**config.mk**
```make
export PLATFORM = sky130hd
export DESIGN_NAME = board_input_conditioner_flat
export DESIGN_NICKNAME = d
export VERILOG_FILES = /design/src/rtl/board_input_conditioner_if.sv /design/src/rtl/board_input_conditioner.sv /design/src/flat_wrapper.sv
export SDC_FILE = /design/constraint.sdc
export NUM_CORES = 1
export LEC_CHECK = 0
export ABC_AREA = 0
export BUFFER_PORTS_ARGS = -buffer_cell sky130_fd_sc_hd__buf_2
export CORE_MARGIN = 8
export CORE_UTILIZATION = 50
export CTS_CLUSTER_DIAMETER = 120
export DETAILED_ROUTE_END_ITERATION = 12
export GPL_ROUTABILITY_DRIVEN = 0
export MAX_ROUTING_LAYER = met4
export PLACE_DENSITY = 0.68
export SYNTH_ARGS = -nofsm -noshare
export SYNTH_HDL_FRONTEND = slang
export SYNTH_SLANG_ARGS = --single-unit
```
**constraint.sdc**
```tcl
create_clock -name clk -period 2.85 [get_ports clk]
set_clock_uncertainty 0.1 [all_clocks]
set_input_delay 0.57 -clock clk [delete_from_list [all_inputs] [get_ports clk]]
set_output_delay 0.57 -clock clk [all_outputs]
set_load 0.01 [all_outputs]
```
**src/rtl/board_input_conditioner_if.sv**
```systemverilog
// Board-side pin bundle for the input conditioner: raw KEY/SW pins in,
// debounced levels and per-bit edge pulses out.
interface board_input_conditioner_if #(
    parameter int KEY_W = 2,
    parameter int SW_W  = 10
);
    logic [KEY_W-1:0] key_n_in;
    logic [SW_W-1:0]  sw_in;
    logic [KEY_W-1:0] key_out;
    logic [KEY_W-1:0] key_press;
    logic [KEY_W-1:0] key_release;
    logic [SW_W-1:0]  sw_out;
    logic [SW_W-1:0]  sw_change;

    modport master (
        output key_n_in, sw_in,
        input  key_out, key_press, key_release, sw_out, sw_change
    );

    modport slave (
        input  key_n_in, sw_in,
        output key_out, key_press, key_release, sw_out, sw_change
    );
endinterface

```
**src/rtl/board_input_conditioner.sv**
```systemverilog
// Synchronises, debounces and edge-detects DE10-Lite pushbuttons and switches.
// Every bit is an independent channel: 2-flop sync, stable-count debounce, edge pulses.
module board_input_conditioner #(
    parameter int KEY_W           = 2,
    parameter int SW_W            = 10,
    parameter int DEBOUNCE_CYCLES = 1000000,
    parameter int CNT_W           = 20
) (
    input logic clk,
    input logic reset_n,
    board_input_conditioner_if.slave bus
);
    localparam int N = KEY_W + SW_W;
    localparam logic [CNT_W-1:0] LAST = CNT_W'(DEBOUNCE_CYCLES - 1);

    logic [N-1:0] raw;
    logic [N-1:0] s1_p0;
    logic [N-1:0] s2_p1;
    logic [N-1:0] state;
    logic [N-1:0] rise;
    logic [N-1:0] fall;
    logic [N-1:0] chg;

    // Keys are active-low on the board; invert so every channel is active-high.
    assign raw = {bus.sw_in, ~bus.key_n_in};

    // Stage p0/p1: two-flop synchroniser for the asynchronous pins
    always_ff @(posedge clk or negedge reset_n) begin
        if (!reset_n) begin
            s1_p0 <= '0;
            s2_p1 <= '0;
        end else begin
            s1_p0 <= raw;
            s2_p1 <= s1_p0;
        end
    end

    // Stage p2: per-channel debounce counter, accepted level and edge pulses
    for (genvar i = 0; i < N; i++) begin : g_ch
        logic [CNT_W-1:0] cnt;
        logic             level;
        logic             up;
        logic             down;
        logic             toggle;

        always_ff @(posedge clk or negedge reset_n) begin
            if (!reset_n) begin
                cnt    <= '0;
                level  <= 1'b0;
                up     <= 1'b0;
                down   <= 1'b0;
                toggle <= 1'b0;
            end else begin
                up     <= 1'b0;
                down   <= 1'b0;
                toggle <= 1'b0;
                if (s2_p1[i] == level) begin
                    cnt <= '0;
                end else if (cnt == LAST) begin
                    level  <= s2_p1[i];
                    cnt    <= '0;
                    up     <= s2_p1[i];
                    down   <= ~s2_p1[i];
                    toggle <= 1'b1;
                end else begin
                    cnt <= cnt + 1'b1;
                end
            end
        end

        assign state[i] = level;
        assign rise[i]  = up;
        assign fall[i]  = down;
        assign chg[i]   = toggle;
    end

    assign bus.key_out     = state[KEY_W-1:0];
    assign bus.key_press   = rise[KEY_W-1:0];
    assign bus.key_release = fall[KEY_W-1:0];
    assign bus.sw_out      = state[N-1:KEY_W];
    assign bus.sw_change   = chg[N-1:KEY_W];
endmodule
```
**src/flat_wrapper.sv**
```systemverilog
// flat-port wrapper written by rule: the top's interface ports become plain ports
module board_input_conditioner_flat 
#(
    parameter int KEY_W           = 2,
    parameter int SW_W            = 10,
    parameter int DEBOUNCE_CYCLES = 1000000,
    parameter int CNT_W           = 20
)
  (clk, reset_n, bus_key_n_in, bus_sw_in, bus_key_out, bus_key_press, bus_key_release, bus_sw_out, bus_sw_change);
  board_input_conditioner_if #(.KEY_W(KEY_W), .SW_W(SW_W)) bus_i ();
  input logic clk;
  input logic reset_n;
  input wire logic [$bits(bus_i.key_n_in)-1:0] bus_key_n_in;
  input wire logic [$bits(bus_i.sw_in)-1:0] bus_sw_in;
  output wire logic [$bits(bus_i.key_out)-1:0] bus_key_out;
  output wire logic [$bits(bus_i.key_press)-1:0] bus_key_press;
  output wire logic [$bits(bus_i.key_release)-1:0] bus_key_release;
  output wire logic [$bits(bus_i.sw_out)-1:0] bus_sw_out;
  output wire logic [$bits(bus_i.sw_change)-1:0] bus_sw_change;
  assign bus_i.key_n_in = bus_key_n_in;
  assign bus_i.sw_in = bus_sw_in;
  assign bus_key_out = bus_i.key_out;
  assign bus_key_press = bus_i.key_press;
  assign bus_key_release = bus_i.key_release;
  assign bus_sw_out = bus_i.sw_out;
  assign bus_sw_change = bus_i.sw_change;
  board_input_conditioner #(.KEY_W(KEY_W), .SW_W(SW_W), .DEBOUNCE_CYCLES(DEBOUNCE_CYCLES), .CNT_W(CNT_W)) u_core (.clk(clk), .reset_n(reset_n), .bus(bus_i));
endmodule
```
==> results.toml <==
[sta]
worst_pin_slew_ns = 0.634
rsz0062_at_grt = "false"
min_period_ns = 2.27
hold_violations = 0
setup_viol = 0
fmax_ghz = 0.440
finalCritPeriodShare_pct = 79.8
hold_ws_ns = 0.0747
finalMaxSlewViolations = 0
setup_tns_ns = 0
slew_headroom_pct = 57.1

[synthesis]
yosys_warnings = 0
ys.flop_type = "dfrtp_1"
synth_seq_cells = 290
yosysTopAreaCell = "dfrtp_1"
synth_enable_flop_cells = 0
syn_area_per_cell_um2 = 9.94
syn-num-nets = 1423
synthDominantCellAreaShare_pct = 52.2
synthTopCellsByArea = "dfrtp_1 (52%), xor2_1 (4.9%), nor2_1 (4.6%)"
ys_seq_area_share_pct = 52.2
netlist_area_um2 = 13900
synth_cell_types = 48
syn_inst = 1397
async_reset_ff_share_pct = 100

[worst_setup_path]
path_buf_inv = 0
r2r-end = "u_core.g_ch[1].cnt[8]$_DFF_PN0_"
worst-r2r-cell-count = 4
crit_path_top_delay_cell = "or4b_2"
crit_required_ns = 3.11
r2r_start = "u_core.g_ch[1].cnt[8]$_DFF_PN0_"
path_max_fanout = 20
rrSetupSlack_ns = 0.58
start_kind = "flop"
critPathKind = "flop to flop"
slowest_delay_ns = 0.68
end_kind = "flop"
arrival_ns = 2.53
critPathTopFamily = "simple AND/OR/NAND/NOR gates"
crit_path_cell_trace = "or4b_2 -> nor4_1 -> a31o_2 -> nor2_1"

[pwr]
total_power_mw = 8.71
sequentialPowerShare_pct = 48.6
p_sw_share_pct = 21.4
p_leak_nw = 6.37
power.density_nw_per_um2 = 560
switchingPower_mw = 1.86
internal_power_mw = 6.85
p_comb_share_pct = 3.1
power_frac_clock_pct = 48.2
max-vdd-ir-drop_v = 0.000446

[global_route]
grt_pass1_wl_um = 44600
grt_pass1_vias = 9812
antenna_found_initial = 0
grt_max_degree = 82
overflow = 0
grt_usage_pct = 15.8

[placement]
dp_cells = 1764
portBuffers = 39
post-dp-hpwl_um = 16900
dpl_cell_area_um2 = 14400

[floorplanning]
core_um2 = 27600
fp-row-count = 61
dieArea_um2 = 33400
floorplan.initialDensity_pct = 50.4
die_y_um = 183
ios = 40
die_x_um = 183

[clock_network]
ctsResizeCount = 0
cts_hold_buf = 1
cts_tree = "yes"
cts_buffers = 34
clockBufferDepth = 3
clk_pin_slew_ns = 0.06
clock_sinks = 290
cts_root_buf = "clkbuf_16"
clock_latency_ns = 0.50
htreeDepth = 2
cts_setup_buffers = 0

[final_layout]
fill_cells = 2355
antenna_cells = 0
drive_gt1_share_pct = 11.7
design_area_um2 = 15500
fin_cells = 1825
multiInputGateArea_um2 = 6080
seq_area_um2 = 7260
nets = 1449
areaGrowthSynthToFinish_pct = 11.9

[route]
drc = 0
vias = 9982
first_pass_iters = 5
wl_per_cell_um = 13.8
drt_iter0_drc = 542
ant_nets = 0
routed_wl_um = 25200
viasPerCell = 5.47

[worst_hold_path]
hold_path.startpoint = "bus_sw_in[8]"
min_to = "u_core.s1_p0[10]$_DFF_PN0_"
hold-path-cell-count = 1
min_path_type = "primary input to flop"

[run_status]
status = "completed"

[run]
max_cap_viol_count = 0
-- routing by layer --
metal	up-vias	global-route usage [%]	share of wire, %
met5	-	-	0
met3	34	2.88	3.6
met4	0	4.39	1.7
met2	128	24.9	46
met1	4842	20.7	49
li1	4978	-	-
-- flip-flops by register name (all words and copies together) (netlist names) --
name,count
u_core.g_ch.toggle,10
u_core.s2_p1,12
u_core.g_ch.cnt,240
u_core.s1_p0,12
u_core.g_ch.up,2
u_core.g_ch.level,12
u_core.g_ch.down,2
-- logic make-up after synthesis --
logic type                 Yosys count  share of synthesized area (%)
AOI/OAI and AO/OA                  176                           7.40
xor gates and xnor gates           146                           9.21
adders and majority gates           12                           1.08
buffers and inverters              120                           4.16
DFF                                290                           52.2
muxes                               12                          0.973
and+or+nand+nor                    641                           24.9
-- cells in the mapped netlist (8+ instances only) --
cell,n
and2_1,17
nand2_1,77
and3_1,22
clkbuf_1,25
or4b_2,8
dfrtp_1,290
mux2_2,12
or3_1,46
inv_1,45
buf_2,23
nor2_1,169
o31ai_1,37
xor2_1,78
or4_1,45
nor4_1,28
nor4b_1,9
nand3_1,95
nor3_1,28
a21oi_1,79
and4_1,10
buf_4,26
o21ai_0,45
ha_1,12
xnor2_1,68
nand4_1,47
-- area by class of cell --
| class | count | area share (%) |
|---|---|---|
| Inverter | 45 | 1.09 |
| Clock buffer | 48 | 6.55 |
| Clock inverter | 12 | 0.588 |
| Sequential cell | 290 | 46.7 |
| Multi-Input combinational cell | 987 | 39.1 |
| Timing Repair Buffer | 65 | 2.91 |
| Tap cell | 378 | 3.04 |
-- metrics by stage --
| step | util [%] | setup slack [ns] |
|---|---|---|
| final | 56.4 | 0.576 |
| after global routing | 56.4 | 0.394 |
| after CTS | 56.4 | 0.558 |
| after detailed placement | 52.3 | 0.561 |
| after global placement | 52.3 | 0.647 |
| after floorplan | - | 0.762 |
-- how the worst max path moves through the flow --
stage	start	endpoint	slack, ns	depth (start not counted)
2_1_floorplan	u_core.g_ch[8].cnt[15]$_DFF_PN0_	u_core.g_ch[8].level$_DFFE_PN0P_	0.76	4
3_3_place_gp	u_core.g_ch[1].cnt[8]$_DFF_PN0_	u_core.g_ch[1].cnt[3]$_DFF_PN0_	0.65	4
3_5_place_dp	u_core.g_ch[1].cnt[8]$_DFF_PN0_	u_core.g_ch[1].cnt[17]$_DFF_PN0_	0.56	4
4_1_cts	u_core.g_ch[1].cnt[8]$_DFF_PN0_	u_core.g_ch[1].cnt[8]$_DFF_PN0_	0.56	4
5_1_grt	u_core.g_ch[1].cnt[8]$_DFF_PN0_	u_core.g_ch[1].cnt[14]$_DFF_PN0_	0.39	4
6_report	u_core.g_ch[1].cnt[8]$_DFF_PN0_	u_core.g_ch[1].cnt[8]$_DFF_PN0_	0.58	4
-- power groups by stage --
stage,sequential [mW],clock (mW),combinational [mW]
final,4.23,4.20,0.274
after floorplan,4.30,0,0.131
after global routing,4.24,4.51,0.319
after CTS,4.23,4.34,0.285
after detailed placement,4.31,0,0.282
after global placement,4.30,0,0.281
-- placed cells by master, fill, tap and decap left out, types with 8 or more instances in the layout --
master,count
a21oi_1,79
and2_1,17
and3_1,22
and4_1,10
buf_2,38
buf_4,21
clkbuf_16,37
clkinv_2,9
dfrtp_1,290
ha_1,12
inv_1,45
mux2_2,12
nand2_1,77
nand3_1,95
nand4_1,47
nor2_1,169
nor3_1,28
nor4_1,28
nor4b_1,9
o21ai_0,44
o31ai_1,32
or3_1,46
or4_1,45
or4b_2,8
xnor2_1,68
xor2_1,78
(Power assumes the default switching activity.)
